## config.mk

```make
export PLATFORM = sky130hd
export DESIGN_NAME = regfile_port_arbiter_flat
export DESIGN_NICKNAME = d
export VERILOG_FILES = /design/src/rtl/regfile_port_arbiter_if.sv /design/src/rtl/regfile_port_arbiter.sv /design/src/flat_wrapper.sv
export SDC_FILE = /design/constraint.sdc
export NUM_CORES = 1
export LEC_CHECK = 0
export ABC_AREA = 1
export CAP_MARGIN = 10
export CORE_MARGIN = 4
export CORE_UTILIZATION = 43
export CTS_BUF_LIST = sky130_fd_sc_hd__clkbuf_8
export DETAILED_ROUTE_END_ITERATION = 16
export PLACE_DENSITY = 0.83
export SYNTH_ARGS = -nofsm -noshare
export SYNTH_HDL_FRONTEND = slang
export SYNTH_SLANG_ARGS = --single-unit
```

## constraint.sdc

```tcl
create_clock -name clk -period 2.9 [get_ports clk]
set_input_delay 0.435 -clock clk [delete_from_list [all_inputs] [get_ports clk]]
set_output_delay 0.435 -clock clk [all_outputs]
set_load 0.05 [all_outputs]
```

## src/rtl/regfile_port_arbiter_if.sv

```systemverilog
// Request/grant bundle between the core datapath, the register file and the port arbiter.
// The slave modport is the arbiter's view; the master modport is the core/regfile side.
interface regfile_port_arbiter_if #(
    parameter int WIDTH    = 16,
    parameter int REG_BITS = 4
);
    logic                alu_wr_valid;
    logic [REG_BITS-1:0] alu_wr_index;
    logic [WIDTH-1:0]    alu_wr_data;

    logic                ld_wr_valid;
    logic [REG_BITS-1:0] ld_wr_index;
    logic [WIDTH-1:0]    ld_wr_data;
    logic                ld_wr_ready;

    logic                rd_valid;
    logic [REG_BITS-1:0] rd_a_index;
    logic [REG_BITS-1:0] rd_b_index;
    logic                rd_ready;
    logic [WIDTH-1:0]    rd_a_data;
    logic [WIDTH-1:0]    rd_b_data;

    logic                rf_reg_write;
    logic [REG_BITS-1:0] rf_a_index;
    logic [REG_BITS-1:0] rf_b_index;
    logic [WIDTH-1:0]    rf_write_data;
    logic [WIDTH-1:0]    rf_a_data;
    logic [WIDTH-1:0]    rf_b_data;

    logic [1:0]          pend_count;

    modport slave (
        input  alu_wr_valid, alu_wr_index, alu_wr_data,
        input  ld_wr_valid, ld_wr_index, ld_wr_data,
        output ld_wr_ready,
        input  rd_valid, rd_a_index, rd_b_index,
        output rd_ready, rd_a_data, rd_b_data,
        output rf_reg_write, rf_a_index, rf_b_index, rf_write_data,
        input  rf_a_data, rf_b_data,
        output pend_count
    );

    modport master (
        output alu_wr_valid, alu_wr_index, alu_wr_data,
        output ld_wr_valid, ld_wr_index, ld_wr_data,
        input  ld_wr_ready,
        output rd_valid, rd_a_index, rd_b_index,
        input  rd_ready, rd_a_data, rd_b_data,
        input  rf_reg_write, rf_a_index, rf_b_index, rf_write_data,
        output rf_a_data, rf_b_data,
        input  pend_count
    );
endinterface

```

## src/rtl/regfile_port_arbiter.sv

```systemverilog
// Shares the register file write port and A read index between ALU writeback, a 2-deep
// load writeback queue and the operand read stage, with load hazard and WAW tracking.
module regfile_port_arbiter #(
    parameter int WIDTH    = 16,
    parameter int REG_BITS = 4
) (
    input  logic                   clk,
    input  logic                   reset_n,
    regfile_port_arbiter_if.slave  bus
);
    localparam int DEPTH = 2;

    typedef enum logic [2:0] {
        G_IDLE,
        G_ALU,
        G_FORCE,
        G_READ,
        G_DRAIN
    } grant_t;

    // Queue storage: slot 0 is always the head.
    logic [REG_BITS-1:0] q_idx     [DEPTH];
    logic [WIDTH-1:0]    q_data    [DEPTH];
    logic [DEPTH-1:0]    q_kill;
    logic [1:0]          count;

    logic [REG_BITS-1:0] q_idx_nx  [DEPTH];
    logic [WIDTH-1:0]    q_data_nx [DEPTH];
    logic [DEPTH-1:0]    q_kill_nx;
    logic [1:0]          count_nx;

    logic [DEPTH-1:0]    occ;
    logic [DEPTH-1:0]    live;
    logic                alu_go;
    logic                ld_ready;
    logic                enq;
    logic                pop;
    logic                hazard;
    logic                slot;
    grant_t              grant;

    always_comb begin
        occ[0] = (count != 2'd0);
        occ[1] = (count == 2'd2);
        for (int i = 0; i < DEPTH; i++) begin
            live[i] = occ[i] && !q_kill[i];
        end
    end

    always_comb begin
        hazard = 1'b0;
        for (int i = 0; i < DEPTH; i++) begin
            if (live[i] &&
                (((bus.rd_a_index != '0) && (bus.rd_a_index == q_idx[i])) ||
                 ((bus.rd_b_index != '0) && (bus.rd_b_index == q_idx[i])))) begin
                hazard = 1'b1;
            end
        end
    end

    assign alu_go   = reset_n && bus.alu_wr_valid && (bus.alu_wr_index != '0);
    assign ld_ready = reset_n && (count != 2'd2);
    assign enq      = bus.ld_wr_valid && ld_ready && (bus.ld_wr_index != '0);

    always_comb begin
        grant = G_IDLE;
        if (!reset_n) begin
            grant = G_IDLE;
        end else if (alu_go) begin
            grant = G_ALU;
        end else if (count == 2'd2) begin
            grant = G_FORCE;
        end else if (bus.rd_valid && !hazard) begin
            grant = G_READ;
        end else if (count != 2'd0) begin
            grant = G_DRAIN;
        end
    end

    assign pop = (grant == G_FORCE) || (grant == G_DRAIN);

    always_comb begin
        bus.rf_reg_write  = 1'b0;
        bus.rf_a_index    = bus.rd_a_index;
        bus.rf_write_data = '0;
        bus.rd_ready      = 1'b0;
        case (grant)
            G_ALU: begin
                bus.rf_reg_write  = 1'b1;
                bus.rf_a_index    = bus.alu_wr_index;
                bus.rf_write_data = bus.alu_wr_data;
            end
            G_FORCE, G_DRAIN: begin
                // A killed head still consumes its slot but must not overwrite the newer ALU value.
                bus.rf_reg_write  = !q_kill[0];
                bus.rf_a_index    = q_idx[0];
                bus.rf_write_data = q_data[0];
            end
            G_READ: begin
                bus.rd_ready = 1'b1;
            end
            default: begin
            end
        endcase
    end

    assign bus.rf_b_index  = bus.rd_b_index;
    assign bus.rd_a_data   = bus.rf_a_data;
    assign bus.rd_b_data   = bus.rf_b_data;
    assign bus.ld_wr_ready = ld_ready;
    assign bus.pend_count  = count;

    // Enqueue slot after any pop this cycle; only meaningful when enq is set (count < 2).
    assign slot = pop ? count[1] : count[0];

    always_comb begin
        q_idx_nx  = q_idx;
        q_data_nx = q_data;
        q_kill_nx = q_kill;
        count_nx  = count - {1'b0, pop} + {1'b0, enq};

        if (alu_go) begin
            for (int i = 0; i < DEPTH; i++) begin
                if (occ[i] && (q_idx[i] == bus.alu_wr_index)) begin
                    q_kill_nx[i] = 1'b1;
                end
            end
        end

        if (pop) begin
            q_idx_nx[0]  = q_idx[1];
            q_data_nx[0] = q_data[1];
            q_kill_nx[0] = q_kill[1];
            q_kill_nx[1] = 1'b0;
        end

        // A load accepted alongside an ALU write is the younger of the two, so it starts live.
        if (enq) begin
            q_idx_nx[slot]  = bus.ld_wr_index;
            q_data_nx[slot] = bus.ld_wr_data;
            q_kill_nx[slot] = 1'b0;
        end
    end

    always_ff @(posedge clk) begin
        if (!reset_n) begin
            count  <= 2'd0;
            q_kill <= '0;
            for (int i = 0; i < DEPTH; i++) begin
                q_idx[i]  <= '0;
                q_data[i] <= '0;
            end
        end else begin
            count  <= count_nx;
            q_kill <= q_kill_nx;
            for (int i = 0; i < DEPTH; i++) begin
                q_idx[i]  <= q_idx_nx[i];
                q_data[i] <= q_data_nx[i];
            end
        end
    end
endmodule
```

## src/flat_wrapper.sv

```systemverilog
// flat-port wrapper written by rule: the top's interface ports become plain ports
module regfile_port_arbiter_flat 
#(
    parameter int WIDTH    = 16,
    parameter int REG_BITS = 4
)
  (clk, reset_n, bus_alu_wr_valid, bus_alu_wr_index, bus_alu_wr_data, bus_ld_wr_valid, bus_ld_wr_index, bus_ld_wr_data, bus_ld_wr_ready, bus_rd_valid, bus_rd_a_index, bus_rd_b_index, bus_rd_ready, bus_rd_a_data, bus_rd_b_data, bus_rf_reg_write, bus_rf_a_index, bus_rf_b_index, bus_rf_write_data, bus_rf_a_data, bus_rf_b_data, bus_pend_count);
  regfile_port_arbiter_if #(.WIDTH(WIDTH), .REG_BITS(REG_BITS)) bus_i ();
  input  logic clk;
  input  logic reset_n;
  input wire logic [$bits(bus_i.alu_wr_valid)-1:0] bus_alu_wr_valid;
  input wire logic [$bits(bus_i.alu_wr_index)-1:0] bus_alu_wr_index;
  input wire logic [$bits(bus_i.alu_wr_data)-1:0] bus_alu_wr_data;
  input wire logic [$bits(bus_i.ld_wr_valid)-1:0] bus_ld_wr_valid;
  input wire logic [$bits(bus_i.ld_wr_index)-1:0] bus_ld_wr_index;
  input wire logic [$bits(bus_i.ld_wr_data)-1:0] bus_ld_wr_data;
  output wire logic [$bits(bus_i.ld_wr_ready)-1:0] bus_ld_wr_ready;
  input wire logic [$bits(bus_i.rd_valid)-1:0] bus_rd_valid;
  input wire logic [$bits(bus_i.rd_a_index)-1:0] bus_rd_a_index;
  input wire logic [$bits(bus_i.rd_b_index)-1:0] bus_rd_b_index;
  output wire logic [$bits(bus_i.rd_ready)-1:0] bus_rd_ready;
  output wire logic [$bits(bus_i.rd_a_data)-1:0] bus_rd_a_data;
  output wire logic [$bits(bus_i.rd_b_data)-1:0] bus_rd_b_data;
  output wire logic [$bits(bus_i.rf_reg_write)-1:0] bus_rf_reg_write;
  output wire logic [$bits(bus_i.rf_a_index)-1:0] bus_rf_a_index;
  output wire logic [$bits(bus_i.rf_b_index)-1:0] bus_rf_b_index;
  output wire logic [$bits(bus_i.rf_write_data)-1:0] bus_rf_write_data;
  input wire logic [$bits(bus_i.rf_a_data)-1:0] bus_rf_a_data;
  input wire logic [$bits(bus_i.rf_b_data)-1:0] bus_rf_b_data;
  output wire logic [$bits(bus_i.pend_count)-1:0] bus_pend_count;
  assign bus_i.alu_wr_valid = bus_alu_wr_valid;
  assign bus_i.alu_wr_index = bus_alu_wr_index;
  assign bus_i.alu_wr_data = bus_alu_wr_data;
  assign bus_i.ld_wr_valid = bus_ld_wr_valid;
  assign bus_i.ld_wr_index = bus_ld_wr_index;
  assign bus_i.ld_wr_data = bus_ld_wr_data;
  assign bus_ld_wr_ready = bus_i.ld_wr_ready;
  assign bus_i.rd_valid = bus_rd_valid;
  assign bus_i.rd_a_index = bus_rd_a_index;
  assign bus_i.rd_b_index = bus_rd_b_index;
  assign bus_rd_ready = bus_i.rd_ready;
  assign bus_rd_a_data = bus_i.rd_a_data;
  assign bus_rd_b_data = bus_i.rd_b_data;
  assign bus_rf_reg_write = bus_i.rf_reg_write;
  assign bus_rf_a_index = bus_i.rf_a_index;
  assign bus_rf_b_index = bus_i.rf_b_index;
  assign bus_rf_write_data = bus_i.rf_write_data;
  assign bus_i.rf_a_data = bus_rf_a_data;
  assign bus_i.rf_b_data = bus_rf_b_data;
  assign bus_pend_count = bus_i.pend_count;
  regfile_port_arbiter #(.WIDTH(WIDTH), .REG_BITS(REG_BITS)) u_core (.clk(clk), .reset_n(reset_n), .bus(bus_i));
endmodule
```

# --- Yosys cells after proc, flatten, opt, wreduce, memory -nomap -nowiden ---
# Cells that the tools add are included.
word_totals:
  register_bits: 44
  input_bits: 85
  out_inout_bits: 61
  wordCells: 86
classes:
  add_sub_neg: 2
  magnitude_cmp: 4
  n_eq_ne: 12
  n_mux: 29
  bitwise: 3
  reduce_logical: 30
ops:
  columns: ["operator", "count"]
  rows:
  - ["32-bit bitwise mux", 1]
  - ["16-bit two-way mux", 2]
  - ["32-bit two-way mux", 1]
  - ["16-bit one-hot mux with 2 select lines", 1]
  - ["4-bit equality test", 6]
  - ["1-bit logical AND", 18]
  - ["16-bit demux with 1-bit select", 1]
  - ["4-bit nonzero test", 4]
  - ["3-bit two-way mux", 5]
  - ["8-bit bitwise mux", 1]
  - ["4-bit two-way mux", 2]
  - ["8-bit two-way mux", 1]
  - ["4-bit one-hot mux with 2 select lines", 1]
  - ["1-bit two-way mux", 7]
  - ["3-bit by 2-bit equality test with 1-bit output, second input constant", 2]
  - ["2-bit two-way mux", 3]
  - ["4-bit demux with 1-bit select", 1]
  - ["3-bit by 1-bit equality test with 1-bit output, second input constant", 1]
  - ["3-bit equality test, second input constant", 1]
  - ["1-bit zero test", 3]
  - ["1-bit logical OR", 3]
  - ["2-bit by 1-bit adder with 2-bit output", 1]
  - ["2-bit AND", 1]
  - ["2-bit equality test, second input constant", 1]
  - ["12 further kinds", 12]

# --- Longest topological paths before layout ---
# Gate-level depths: netlist of the first run.
logic_depth:
  word_depth: 22
  mapped_depth: 19
  mapped_depth_nobuf: 18

# --- Worst setup path after synthesis of the first run ---
# No wires, ideal clock.
synth_timing:
  path_type: "register to output"
  from: "register u_core.count[1] (netlist: u_core.bus.pend_count[1])"
  to: "output port bus_rf_reg_write"
  arrival_ns: 2.865
  t_required_ns: 2.465
  slack_ns: -0.400
  path_stages_with_launch: 11
  n_path_buf: 2
  path_cell_list: "dfxtp_1 -> inv_2 -> nor2_1 -> nor2_1 -> inv_1 -> a21oi_2 -> nand2_4 -> nand3_4 -> buf_6 -> buf_6 -> o21ai_0"
synth_via:
  elab_chain_cells: 14
  word_cells_on_any_way: 20
  cone_classes: "eq/ne (4); mux (8); reduce/logical (8)"
synth_lines:
  columns: ["item", "line", "source"]
  rows:
  - ["from (decl)", "regfile_port_arbiter.sv:25", "logic [1:0] count;"]
  - ["from (signal assigned)", "regfile_port_arbiter.sv:154", "count <= count_nx;"]
  - ["2-bit nonzero test", "regfile_port_arbiter.sv:43, regfile_port_arbiter.sv:75", null]
  - ["1-bit logical AND", "regfile_port_arbiter.sv:46", "live[i] = occ[i] && !q_kill[i];"]
  - ["1-bit logical AND", "regfile_port_arbiter.sv:53", "if (live[i] &&"]
  - ["1-bit two-way mux (2 in series)", "regfile_port_arbiter.sv:53", null]
  - ["1-bit zero test", "regfile_port_arbiter.sv:73", "end else if (bus.rd_valid && !hazard) begin"]
  - ["1-bit logical AND", "regfile_port_arbiter.sv:73", null]
  - ["3-bit two-way mux", "regfile_port_arbiter.sv:73", null]
  - ["3-bit two-way mux *", "regfile_port_arbiter.sv:71", "end else if (count == 2'd2) begin"]
  - ["3-bit two-way mux *", "regfile_port_arbiter.sv:69", "end else if (alu_go) begin"]
  - ["3-bit two-way mux *", "regfile_port_arbiter.sv:67", "if (!reset_n) begin"]
  - ["3-bit equality test / 3-bit by 2-bit equality test with 1-bit output (equally long branches)", "regfile_port_arbiter.sv:87", "case (grant)"]
  - ["2-bit OR reduction", "regfile_port_arbiter.sv:87", null]
  - ["1-bit one-hot mux with 2 select lines *", "regfile_port_arbiter.sv:87", null]
  - ["to (decl)", "flat_wrapper.sv:24", "output wire logic [$bits(bus_i.rf_reg_write)-1:0] bus_rf_reg_write;"]
# Mark *: on every way between the ends. The rest lies on a longest branch, timed or not.

# --- Worst setup path in the final report of the first run ---
layout_timing:
  from: "register u_core.count[1] (netlist: u_core.bus.pend_count[1])"
  to: "output port bus_rf_write_data[10]"
layout_via:
  elab_chain_cells: 14
  word_cells_on_any_way: 20
  cone_classes: "eq/ne (4); mux (8); reduce/logical (8)"
layout_lines:
  columns: ["item", "line", "source"]
  rows:
  - ["2-bit nonzero test", "regfile_port_arbiter.sv:43, regfile_port_arbiter.sv:75", null]
  - ["1-bit logical AND", "regfile_port_arbiter.sv:46", null]
  - ["1-bit logical AND", "regfile_port_arbiter.sv:53", null]
  - ["1-bit two-way mux (2 in series)", "regfile_port_arbiter.sv:53", null]
  - ["1-bit zero test", "regfile_port_arbiter.sv:73", null]
  - ["1-bit logical AND", "regfile_port_arbiter.sv:73", null]
  - ["3-bit two-way mux", "regfile_port_arbiter.sv:73", null]
  - ["3-bit two-way mux *", "regfile_port_arbiter.sv:71", null]
  - ["3-bit two-way mux *", "regfile_port_arbiter.sv:69", null]
  - ["3-bit two-way mux *", "regfile_port_arbiter.sv:67", null]
  - ["3-bit equality test / 3-bit by 2-bit equality test with 1-bit output (equally long branches)", "regfile_port_arbiter.sv:87", null]
  - ["2-bit OR reduction", "regfile_port_arbiter.sv:87", null]
  - ["16-bit one-hot mux with 2 select lines *", "regfile_port_arbiter.sv:87", null]
  - ["to (decl)", "flat_wrapper.sv:27", "output wire logic [$bits(bus_i.rf_write_data)-1:0] bus_rf_write_data;"]
# Marked as above.

==> flow_summary.toml, run 1 <==
[min_path]
hold_class = "reg -> reg"

[sta]
relSlewSlack_pct = 63.8
worst_pin_slew_ps = 541
slew_viol_final = 0
skew_ps = 7.04
post-route-period-util_pct = 93.3
whs_ps = 463
clock.fmax_ghz = 0.369
rsz0062_at_grt = "false"
setup_violations = 0
min_period_ps = 2710
hold_violations = 0
finalSetupTns_ps = 0

[setup_path]
crit_path_start_kind = "register"
slowest_stage = "dfxtp_1"
critPathMaxStageDelay_ps = 470
crit_fanout = 15
worstPathArrival_ps = 2270
path_cells = "inv_2, nor2_1, inv_1, nor2_1, nand2_1, nand2_2, nand2_4, nand3_4, inv_2, buf_12, a22o_1, buf_12"
cp-startpoint = "u_core.bus.pend_count[1]"
crit_type = "reg -> out"
endpoint_kind = "output port"
required_ps = 2470
rr_startpoint = "u_core.bus.pend_count[1]"

[detailed_routing]
vias_per_cell = 5.17
drtPass1Iterations = 5
wl_mm = 9.03
via_count = 3325
drc = 0
drt_iter0_drc = 235
ant_nets = 0
wl_per_cell_um = 14.0

[die]
die_y_um = 93.7
io_pins = 146
rows = 30
coreArea_um2 = 6980
fp.dieW_um = 93.7
start_util_pct = 45.2
dieArea_um2 = 8780

[finish]
final_layout_size_suffix_gt1_share_pct = 14.6
fin_cells = 643
fin_nets = 633
antennaDiodeCount = 0
syn_to_final_growth_pct = 34.0
layout_common_cells = "nand2_1 (141), nor2_1 (78), clkdlybuf4s50_1 (50)"
mostFrequentLayoutCell = "nand2_1"

[place]
dpl.hpwl_mm = 6.60
placedCellCount = 635
io_buffer_count = 81
globalplace.congestion = 0.909

[synth]
syn_avg_cell_area_um2 = 6.32
synth_cells = 500
syn_area_um2 = 3160
synth_warnings = 0
syn_nets = 587
ys_ff_latch = 44
yosysUniqueCellTypes = 35
synth_seq_area_share_pct = 27.9

[global_route]
grt_pass1_wl_mm = 14.7
gr-total-overflow = 0
grt_antenna_before_repair = 0
grt_max_degree = 36
track_usage_pct = 20.6
grt_pass1_vias = 3244

[cts]
cts_tree = "done"
root_buffer = "clkbuf_8"
clk_latency_ps = 290
cts_hold_buf = 0
cts_buffer_depth = 2
cts_buffers = 5
cts.sinks = 44
cts_htree_levels = 2
clkTransAtPathRegs_ps = 80

[power_and_ir_drop]
power.density_nw_per_um2 = 508
max-vdd-ir-drop_mv = 0.303
p_leak_nw = 2.07

[status]
outcome = "finished clean"

[job]
maxCapViolations = 0
final cells by class:
| type | instances | area [µm²] |
|---|---|---|
| multi-input combinational | 336 | 1660 |
| sequential | 44 | 881 |
| inverter | 60 | 225 |
| tap | 96 | 120 |
| clock buffer | 6 | 82.6 |
| timing repair buffer | 99 | 1250 |
| fill | 632 | 2750 |
| clock inverter | 2 | 11.3 |
metal layers:
layer  share of wire [%]  GRT usage, %
met5                   0             0
met4                 2.0          7.22
met3                 8.3          4.65
met2                  50          35.9
met1                  40          24.8
synth_stat cells, drive strengths merged:
cell type	n	area share (%)
nand2	145	18
nor2	82	9.9
inv	60	7.1
buf	56	13
dfxtp	44	28
nand4	22	4.6
o21ai	18	2.9
a22o	16	4.4
nand3	16	3.4
a21oi	14	2.5
xor2	6	1.7
clkbuf	4	0.48
o221ai	4	1.1
ha	2	0.79
o22ai	2	0.40
xnor2	2	0.55
a2111oi	1	0.28
a211oi	1	0.24
a21boi	1	0.36
a31oi	1	0.20
a41oi	1	0.28
nor4	1	0.20
o211ai	1	0.24
what timing repair did:
item | CTS | global route
buffers inserted | 0 | 0
endpoints found under the setup margin | 0 | 20
hold endpoints to repair | 0 | 0
gates resized for setup | 0 | 12
final timing paths:
| check | end | slack (ps) | cells past startpoint |
|---|---|---|---|
| min reg2reg | register | 460 | 2 |
| min | register | 460 | 2 |
| max reg2reg | u_core.bus.pend_count[1] | 470 | 15 |
| max | bus_rf_write_data[10] | 190 | 12 |
where the power goes:
| part | leakage [nW] | internal, mW | total (mW) | switching [mW] |
|---|---|---|---|---|
| clock | 0.0486 | 0.190 | 0.396 | 0.206 |
| sequential | 0.359 | 0.674 | 0.738 | 0.0638 |
| combinational | 1.66 | 0.416 | 1.02 | 0.599 |
| total | 2.07 | 1.28 | 2.15 | 0.869 |
kinds of logic (layout without fill, tap and decap cells):
logic type / count (synthesis) / count (layout) / share of synthesized area (%)
AO/OA/AOI/OAI: 60 / 60 / 12.8
XOR/XNOR: 8 / 8 / 2.22
adder cells (fa/ha/maj): 2 / 2 / 0.792
buffers and inverters: 120 / 167 / 20.2
flip-flops: 44 / 44 / 27.9
AND/OR/NAND/NOR: 266 / 266 / 36.1
metrics by stage:
step	worst slack [ps]	total power [mW]	cell area (µm²)	utilization, %
global route	29.1	2.28	4230	60.6
global placement	74.1	1.73	4100	58.7
CTS	66.8	2.16	4190	60.0
detailed placement	59.4	1.76	4100	58.7
floorplan	-45.3	1.47	3160	-
finish	193	2.15	4230	60.6
critical path, delay by kind of cell, from the launching register on:
kind | cells | cell delay, ps
AOI/OAI and AO/OA | 1 | 220
buffers and inverters | 5 | 560
DFF | 1 | 470
and+or+nand+nor | 6 | 740
(Power assumes the default switching activity.)
==> run 2: changes to the inputs <==
--- a/config.mk
+++ b/config.mk
@@ -11,6 +11,7 @@
 export CORE_UTILIZATION = 43
 export CTS_BUF_LIST = sky130_fd_sc_hd__clkbuf_8
 export DETAILED_ROUTE_END_ITERATION = 16
+export HOLD_SLACK_MARGIN = 0.12
 export PLACE_DENSITY = 0.83
 export SYNTH_ARGS = -nofsm -noshare
 export SYNTH_HDL_FRONTEND = slang
==> results of run 2 <==
The final DEF is identical to that of run 1; final timing and power are the same.
